### src/rtl/spi_acc_pkg.sv
// rtl/spi_acc_pkg.sv - shared types and helpers for the SPI word accumulator
package spi_acc_pkg;

    localparam int BYTE_W = 8;

    typedef logic [BYTE_W-1:0] byte_t;

    // Width of an occupancy counter that must represent 0..depth inclusive.
    function automatic int level_w(input int depth);
        return $clog2(depth) + 1;
    endfunction

endpackage

### src/rtl/sync_fifo.sv
// rtl/sync_fifo.sv - first-word-fall-through synchronous FIFO
//  clk, rst_     : clock, asynchronous active-low reset
//  push, din     : write request and data (ignored when full unless popping in the same cycle)
//  pop           : read request (ignored when empty)
//  dout, valid   : head entry and its valid flag; dout reads 0 while empty
//  level, full   : occupancy and full flag
module sync_fifo
    import spi_acc_pkg::*;
#(
    parameter int WIDTH = 8,
    parameter int DEPTH = 4
) (
    input  logic                        clk,
    input  logic                        rst_,
    input  logic                        push,
    input  logic [WIDTH-1:0]            din,
    input  logic                        pop,
    output logic [WIDTH-1:0]            dout,
    output logic                        valid,
    output logic [level_w(DEPTH)-1:0]   level,
    output logic                        full
);

    localparam int AW = $clog2(DEPTH);
    localparam int LW = level_w(DEPTH);

    logic [WIDTH-1:0] mem [DEPTH];
    logic [AW-1:0]    wptr;
    logic [AW-1:0]    rptr;
    logic             do_push;
    logic             do_pop;

    assign valid   = (level != '0);
    assign full    = (level == LW'(DEPTH));
    assign do_pop  = pop && valid;
    // A full FIFO still accepts a write when the head leaves in the same cycle.
    assign do_push = push && (!full || do_pop);
    // Gate the head so the output is deterministic while empty and after reset.
    assign dout    = valid ? mem[rptr] : '0;

    always_ff @(posedge clk) begin
        if (do_push) begin
            mem[wptr] <= din;
        end
    end

    always_ff @(posedge clk or negedge rst_) begin
        if (!rst_) begin
            wptr  <= '0;
            rptr  <= '0;
            level <= '0;
        end else begin
            if (do_push) begin
                wptr <= wptr + 1'b1;
            end
            if (do_pop) begin
                rptr <= rptr + 1'b1;
            end
            case ({do_push, do_pop})
                2'b10:   level <= level + 1'b1;
                2'b01:   level <= level - 1'b1;
                default: level <= level;
            endcase
        end
    end

endmodule

### src/rtl/spi_word_fifo_acc.sv
// rtl/spi_word_fifo_acc.sv - packs CS-framed SPI bytes into words and buffers them in a FIFO
//  clk, rst_                   : clock, asynchronous active-low reset
//  i_rx_dv, i_rx_byte          : received byte strobe and data
//  i_cs_n                      : synchronised chip select, high = idle
//  o_word_valid, o_word        : FIFO head handshake, accepted with i_word_ready
//  o_level, o_irq              : FIFO occupancy and registered level interrupt
//  o_overflow, o_abort_cnt     : sticky drop flag and saturating aborted-frame count
//  i_clr_err                   : clears o_overflow and o_abort_cnt
module spi_word_fifo_acc
    import spi_acc_pkg::*;
#(
    parameter int BYTES     = 8,
    parameter int DEPTH     = 4,
    parameter int MSB_FIRST = 1,
    parameter int IRQ_LEVEL = 1,
    parameter int CNT_W     = 8
) (
    input  logic                        clk,
    input  logic                        rst_,
    input  logic                        i_rx_dv,
    input  byte_t                       i_rx_byte,
    input  logic                        i_cs_n,
    output logic                        o_word_valid,
    output logic [BYTE_W*BYTES-1:0]     o_word,
    input  logic                        i_word_ready,
    output logic [level_w(DEPTH)-1:0]   o_level,
    output logic                        o_irq,
    output logic                        o_overflow,
    output logic [CNT_W-1:0]            o_abort_cnt,
    input  logic                        i_clr_err
);

    localparam int W  = BYTE_W * BYTES;
    localparam int IW = (BYTES > 1) ? $clog2(BYTES) : 1;
    localparam int LW = level_w(DEPTH);

    logic [IW-1:0] idx;
    logic [IW-1:0] idx_next;
    logic [W-1:0]  shreg;
    logic [W-1:0]  shreg_next;
    logic [W-1:0]  word_asm;
    logic          cs_q;
    logic          cs_rise;
    logic          accept;
    logic          last;
    logic          complete;
    logic          abort;
    logic          fifo_full;
    logic          pop_ok;
    logic          push_ok;
    logic          overflow_ev;
    logic [LW-1:0] level_next;

    assign cs_rise  = i_cs_n && !cs_q;
    // A byte in the same cycle as the CS rising edge still belongs to the closing frame.
    assign accept   = i_rx_dv && (!i_cs_n || cs_rise);
    assign last     = (idx == IW'(BYTES - 1));
    assign complete = accept && last;

    always_comb begin
        word_asm   = shreg;
        idx_next   = idx;
        abort      = 1'b0;
        for (int i = 0; i < BYTES; i++) begin
            if (accept && idx == IW'(i)) begin
                if (MSB_FIRST != 0) begin
                    word_asm[W-BYTE_W*(i+1) +: BYTE_W] = i_rx_byte;
                end else begin
                    word_asm[BYTE_W*i +: BYTE_W] = i_rx_byte;
                end
            end
        end
        shreg_next = word_asm;
        if (accept) begin
            idx_next = last ? '0 : idx + 1'b1;
        end
        if (complete) begin
            shreg_next = '0;
        end
        // Abort is judged after the same-cycle byte is counted, so a completing byte never aborts.
        if (cs_rise && idx_next != '0) begin
            abort      = 1'b1;
            idx_next   = '0;
            shreg_next = '0;
        end
    end

    sync_fifo #(
        .WIDTH (W),
        .DEPTH (DEPTH)
    ) u_fifo (
        .clk   (clk),
        .rst_  (rst_),
        .push  (complete),
        .din   (word_asm),
        .pop   (i_word_ready),
        .dout  (o_word),
        .valid (o_word_valid),
        .level (o_level),
        .full  (fifo_full)
    );

    assign pop_ok      = i_word_ready && o_word_valid;
    assign push_ok     = complete && (!fifo_full || pop_ok);
    assign overflow_ev = complete && !push_ok;
    // Mirrors the FIFO's own level update so the interrupt lands in the same cycle as the level.
    assign level_next  = o_level + LW'(push_ok) - LW'(pop_ok);

    always_ff @(posedge clk or negedge rst_) begin
        if (!rst_) begin
            cs_q        <= 1'b1;
            idx         <= '0;
            shreg       <= '0;
            o_irq       <= 1'b0;
            o_overflow  <= 1'b0;
            o_abort_cnt <= '0;
        end else begin
            cs_q  <= i_cs_n;
            idx   <= idx_next;
            shreg <= shreg_next;
            o_irq <= (level_next >= LW'(IRQ_LEVEL));

            if (overflow_ev) begin
                o_overflow <= 1'b1;
            end else if (i_clr_err) begin
                o_overflow <= 1'b0;
            end

            if (abort) begin
                if (i_clr_err) begin
                    o_abort_cnt <= CNT_W'(1);
                end else if (!(&o_abort_cnt)) begin
                    o_abort_cnt <= o_abort_cnt + 1'b1;
                end
            end else if (i_clr_err) begin
                o_abort_cnt <= '0;
            end
        end
    end

endmodule
### config.mk
export PLATFORM = sky130hd
export DESIGN_NAME = spi_word_fifo_acc
export DESIGN_NICKNAME = d
export VERILOG_FILES = /design/src/rtl/spi_acc_pkg.sv /design/src/rtl/sync_fifo.sv /design/src/rtl/spi_word_fifo_acc.sv
export SDC_FILE = /design/constraint.sdc
export NUM_CORES = 1
export LEC_CHECK = 0
export CELL_PAD_IN_SITES_DETAIL_PLACEMENT = 1
export CELL_PAD_IN_SITES_GLOBAL_PLACEMENT = 1
export CORE_MARGIN = 1.5
export CORE_UTILIZATION = 50
export DETAILED_ROUTE_END_ITERATION = 8
export HOLD_SLACK_MARGIN = 0.02
export PLACE_DENSITY = 0.79
export SYNTH_ARGS = -nofsm -noshare
export SYNTH_HDL_FRONTEND = slang
export SYNTH_HIERARCHICAL = 1
export SYNTH_SLANG_ARGS = --single-unit
### constraint.sdc
create_clock -name clk -period 3.4 [get_ports clk]
set_clock_uncertainty 0.1 [all_clocks]
set_input_delay 0.68 -clock clk [delete_from_list [all_inputs] [get_ports clk]]
set_output_delay 0.68 -clock clk [all_outputs]
set_load 0.005 [all_outputs]
==> results of run 1 <==
==> cells by family (layout without fill, tap and decap cells) <==
| family | after synthesis | in the layout | synth area share, % |
|---|---|---|---|
| buf+inv | 87 | 227 | 3.10 |
| compound gates | 61 | 61 | 2.82 |
| simple gates | 246 | 246 | 9.19 |
| flops | 341 | 341 | 69.9 |
| fa+ha+maj | 15 | 15 | 1.44 |
| mux | 101 | 101 | 13.0 |
| xor+xnor | 8 | 8 | 0.499 |
==> timing repair <==
item	in CTS	in global routing
buffers inserted	4	2
resized for setup	0	1
setup endpoints to repair	50	2
==> path summary, 6_finish.rpt <==
path	start	end	slack (ns)	cells past startpoint
max reg2reg	u_fifo/level[0]	u_fifo/level[2]	0.55	8
min reg2reg	o_overflow	o_overflow	0.40	1
max in group asynchronous	rst_	shreg[46]	2.40	2
min	rst_	o_irq	0.12	1
min in group clk	o_overflow	o_overflow	0.40	1
max	u_fifo/rptr[0]	o_word[2]	0.1	4
==> per-layer routing <==
layer	up-vias	GRT usage (%)	part of all wire (%)
met3	51	4.40	4.8
li1	3414	-	-
met5	-	0	0
met1	4071	30.1	41
met2	206	39.2	51
met4	0	7.00	2.3
==> report_power, final <==
group | leakage, nW | switching, mW | internal [mW]
registers | 3.61 | 0.111 | 4.66
clock network | 0.569 | 1.52 | 2.27
logic | 2.48 | 1.53 | 2.02
==> cells in the final DEF (no fill, tap or decap), types with 5 or more instances in the layout <==
master           instances
clkinv_1                 5
nand3_1                 36
ha_1                    13
clkbuf_16               37
mux2i_1                 27
mux2_2                   8
clkbuf_1                10
and3_1                   9
mux4_2                  64
o22ai_1                  5
buf_4                   25
nand2_1                 73
clkdlybuf4s50_1         90
edfxtp_1               256
buf_12                   9
clkbuf_8                 5
inv_1                   37
and2_1                  66
dfrtp_1                 81
nor2_1                  30
a21oi_1                 36
==> state kept, by name, summed over array words and instances (netlist names) <==
register,cells
u_fifo/mem,256
u_fifo/rptr,2
cs_q,1
o_abort_cnt,8
idx,3
o_irq,1
u_fifo/wptr,2
u_fifo/level,3
o_overflow,1
shreg,64
==> final cells by class <==
class | instances | area, um^2 | share of cell area, %
Timing Repair Buffer | 124 | 1270 | 7.61
Inverter | 37 | 139 | 0.833
Tap cell | 378 | 473 | 2.84
Clock buffer | 52 | 1030 | 6.19
Multi-Input combinational cell | 431 | 3810 | 22.8
Sequential cell | 341 | 9820 | 58.9
Clock inverter | 14 | 125 | 0.751
==> per-stage QoR <==
| stage | TNS, ns | instance area, um^2 | std cells | worst slack [ns] | hold slack, ns |
|---|---|---|---|---|---|
| after floorplan | 0 | 14000 | 859 | 0.0970 | 0.284 |
| after global placement | 0 | 15500 | 1305 | 0.451 | 0.387 |
| after detailed placement | 0 | 15500 | 1305 | 0.357 | 0.383 |
| after CTS | 0 | 16600 | 1375 | 0.0322 | 0.139 |
| after global routing | -0.00145 | 16700 | 1377 | -0.00145 | 0.143 |
| final | 0 | 16700 | 1377 | 0.0976 | 0.121 |
==> impl_metrics.tcl, run 1 <==
set metrics [dict create \
    worst_pin_slew_ns 0.809 \
    final-hold-violation-count 0 \
    critical-path-top-delay-family "buffers and inverters" \
    drt_iter0_drc 509 \
    powerDensity_nw_per_um2 727 \
    worstSkewPairLatency_ns 0.51 \
    path_cells "buf_12 > mux4_2 > and2_1 > clkdlybuf4s50_1" \
    grt_pass1_vias 8587 \
    drive_gt1_share_pct 18.6 \
    die_area_um2 29100 \
    clockBufferDepth 3 \
    synth_nets 888 \
    ant_nets 0 \
    die_w_um 171 \
    synth_area_leaders "edfxtp_1 (55%), dfrtp_1 (15%), mux4_2 (10%)" \
    cts_tree "built" \
    grtUsageTotal_pct 23.0 \
    drc 0 \
    row_count 61 \
    start_util_pct 50.7 \
    via_per_inst 5.62 \
    core_um2 27700 \
    nNetsFinal 1000 \
    fin_crit_sh_pct 97.1 \
    finalSetupViolations 0 \
    syn_inst 859 \
    cts-root-buf "clkbuf_16" \
    place_hpwl_um 19200 \
    grt_pass1_wl_um 49600 \
    grt_max_degree 65 \
    hp-class "in -> async" \
    wirelength_um 32200 \
    yosysUniqueCellTypes 58 \
    synth_flop_cell "edfxtp_1" \
    synth_area_um2 14000 \
    synth_warnings 6 \
    synthArstFlopShare_pct 24.9 \
    maxCapViolations 0 \
    die-height_um 171 \
    port_buffers 91 \
    ys_top_cells_by_count "edfxtp_1 (256), dfrtp_1 (84), nand2_1 (73), and2_1 (66), mux4_2 (64)" \
    cts.clk_slew.worst_paths_ns 0.06 \
    syn_to_final_growth_pct 18.7 \
    criticalPathCategory "reg -> out" \
    ios 92 \
    worstSetupStartpointType "register" \
    gr-total-overflow 0 \
    cts_made_buffers 36 \
    cts_sinks 341 \
    post-synth-top-area-cell "edfxtp_1" \
    fin_crit_ns 3.30 \
    timing.fmax_mhz 303 \
    p_leak_nw 6.66 \
    postSynthAreaPerCell_um2 16.3 \
    seq_area_frac_synth_pct 69.9 \
    status "finished clean" \
    n_fill_cell 2526 \
    yosysTopAreaCellShare_pct 54.7 \
    synth_edf_count 256 \
    ctsHoldBuffers 0 \
    p_total_mw 12.1 \
    max_stage_delay_ns 0.57 \
    crit_fanout 17 \
    worst-endpoint-arrival_ns 2.52 \
    crit_buf_inv 2 \
    worst_slew_margin_rel_pct 45.9 \
    final_util_pct 60.2 \
    gp_congestion 0.749 \
    dr.pass1.iters 5 \
    route.vias.total 7742 \
    synth.most_common_cell "edfxtp_1" \
    cpMaxStageDelayCell "dfrtp_4" \
    antenna_found_initial 0 \
    synth-seq-cells 341 \
    peakVddDrop_uv 378 \
    wl_per_cell_um 23.4 \
    diodes 0 \
    cp-end-kind "primary output" \
    slew_violations 0 \
    htreeDepth 2 \
    required_ns 2.62 \
]
Power figures use the tool's default switching activity.
==> run 2: changes to the inputs <==
--- a/config.mk
+++ b/config.mk
@@ -11,6 +11,7 @@
 export CORE_UTILIZATION = 50
 export DETAILED_ROUTE_END_ITERATION = 8
 export HOLD_SLACK_MARGIN = 0.02
+export MAX_ROUTING_LAYER = met4
 export PLACE_DENSITY = 0.79
 export SYNTH_ARGS = -nofsm -noshare
 export SYNTH_HDL_FRONTEND = slang
==> run 2 against run 1 <==
Clock-buffer cell count did not move. Combinational power barely moved. Critical path type unchanged. Non-clock buffer count did not move. Critical endpoint unchanged. Cell count did not move. Die area did not move. Largest cell class unchanged. Global-route usage rose by 0.70 points. Via count rose by 0.12%. Highest routed layer unchanged. Routed wire length fell by 0.25%.
==> impl_metrics.tcl, run 2 (synthesis results as in run 1) <==
set metrics [dict create \
    worstSkewPairLatency_ns 0.51 \
    gr-total-overflow 0 \
    startpoint "u_fifo/rptr[0]" \
    timing.fmax_mhz 302 \
    dr.pass1.iters 4 \
    antenna_found_initial 0 \
    design_area_um2 16700 \
    worst_slew_margin_rel_pct 47.5 \
    final-hold-violation-count 0 \
    start_util_pct 50.7 \
    worst_pin_slew_ns 0.784 \
    hp-class "in -> async" \
    rrSetupSlack_ns 0.53 \
    ant_nets 0 \
    final_common_cell "edfxtp_1" \
    die_area_um2 29100 \
    grt_pass1_vias 8574 \
    cts_sinks 341 \
    reg2reg_depth 8 \
    wl_per_cell_um 23.3 \
    drive_gt1_share_pct 18.6 \
    worstSetupStartpointType "register" \
    largest_register_ffs 256 \
    nNetsFinal 1000 \
    cp-endpoint "o_word[2]" \
    peakVddDrop_uv 382 \
    reg2reg_from "u_fifo/level[0]" \
    n_fill_cell 2526 \
    route.vias.total 7751 \
    fin_hold_ws_ns 0.109 \
    cp-end-kind "primary output" \
    dpl_cell_area_um2 15500 \
    gp_congestion 0.759 \
    drt_iter0_drc 520 \
    slew_violations 0 \
    criticalPathCategory "reg -> out" \
    worst-endpoint-arrival_ns 2.53 \
    via_per_inst 5.63 \
    clockBufferDepth 3 \
    syn_to_final_growth_pct 18.7 \
    final_util_pct 60.2 \
    fin_crit_sh_pct 97.4 \
    ios 92 \
    r2r-end "u_fifo/level[2]" \
    cts.clk_slew.worst_paths_ns 0.06 \
    grt_max_degree 65 \
    dp.cells 1305 \
    port_buffers 91 \
    cts_tree "built" \
    place_hpwl_um 19200 \
    htreeDepth 2 \
    crit_fanout 17 \
    final_cells 1377 \
    cts_made_buffers 36 \
    drc 0 \
    p_leak_nw 6.66 \
    fin_crit_ns 3.31 \
    maxCapViolations 0 \
    row_count 61 \
    grtUsageTotal_pct 23.7 \
    grt_pass1_wl_um 49600 \
    cts-root-buf "clkbuf_16" \
    die-height_um 171 \
    required_ns 2.62 \
    p_total_mw 12.1 \
    regMostFlops "u_fifo/mem" \
    layout_common_cells "edfxtp_1 (256), clkdlybuf4s50_1 (90), dfrtp_1 (81)" \
    die_w_um 171 \
    ctsHoldBuffers 0 \
    core_um2 27700 \
    top_regs "u_fifo/mem: 256 flops, shreg: 64 flops, o_abort_cnt: 8 flops" \
    diodes 0 \
    status "finished clean" \
    powerDensity_nw_per_um2 728 \
    wirelength_um 32100 \
    finalSetupViolations 0 \
]
## run 2: how the worst min path moves through the flow
stage | start | to | slack, ns | cells past startpoint
2_1_floorplan | rst_ | idx[0] | 0.28 | 0
3_3_place_gp | shreg[4] | shreg[4] | 0.39 | 1
3_5_place_dp | o_overflow | o_overflow | 0.38 | 1
4_1_cts | rst_ | o_irq | 0.14 | 1
5_1_grt | rst_ | u_fifo/level[2] | 0.14 | 1
6_report | rst_ | u_fifo/level[2] | 0.11 | 1
## run 2: metal layers
layer,wire (um),track usage [%],vias up
met5,0,-,-
met4,702,7.00,0
met3,1540,4.23,54
met2,16500,39.1,209
met1,13400,30.2,4072
li1,-,-,3416
## run 2: per-stage QoR
stage	setup slack [ns]	setup TNS, ns
floorplan	0.0970	0
global placement	0.451	0
detailed placement	0.357	0
CTS	0.0322	0
global route	-0.00145	-0.00145
finish	0.0878	0
## run 2: layout make-up
class / instances / area, um^2 / area share, %
clock buffers: 52 / 1030 / 6.19
multi-input cells: 431 / 3810 / 22.8
inverters: 37 / 139 / 0.833
well taps: 378 / 473 / 2.84
repair buffers: 124 / 1270 / 7.61
flip-flops and latches: 341 / 9820 / 58.9
clock inverters: 14 / 125 / 0.751
## run 2: power breakdown
| part | switching, mW | leakage [nW] | internal, mW | total [mW] |
|---|---|---|---|---|
| clock network | 1.53 | 0.569 | 2.27 | 3.80 |
| logic | 1.54 | 2.48 | 2.02 | 3.56 |
| registers | 0.111 | 3.61 | 4.65 | 4.77 |
| total | 3.18 | 6.66 | 8.95 | 12.1 |
## run 2: timing repair
action                     in CTS  in global routing
cloned                          0                  0
setup buffers                   4                  2
setup endpoints to repair      50                  2
gates resized for setup         0                  1
## run 2: critical path, stage by stage (launching register included)
cell and delay [ns]:
dfrtp_4 0.57, buf_12 0.23, mux4_2 0.54, and2_1 0.18, clkdlybuf4s50_1 0.51
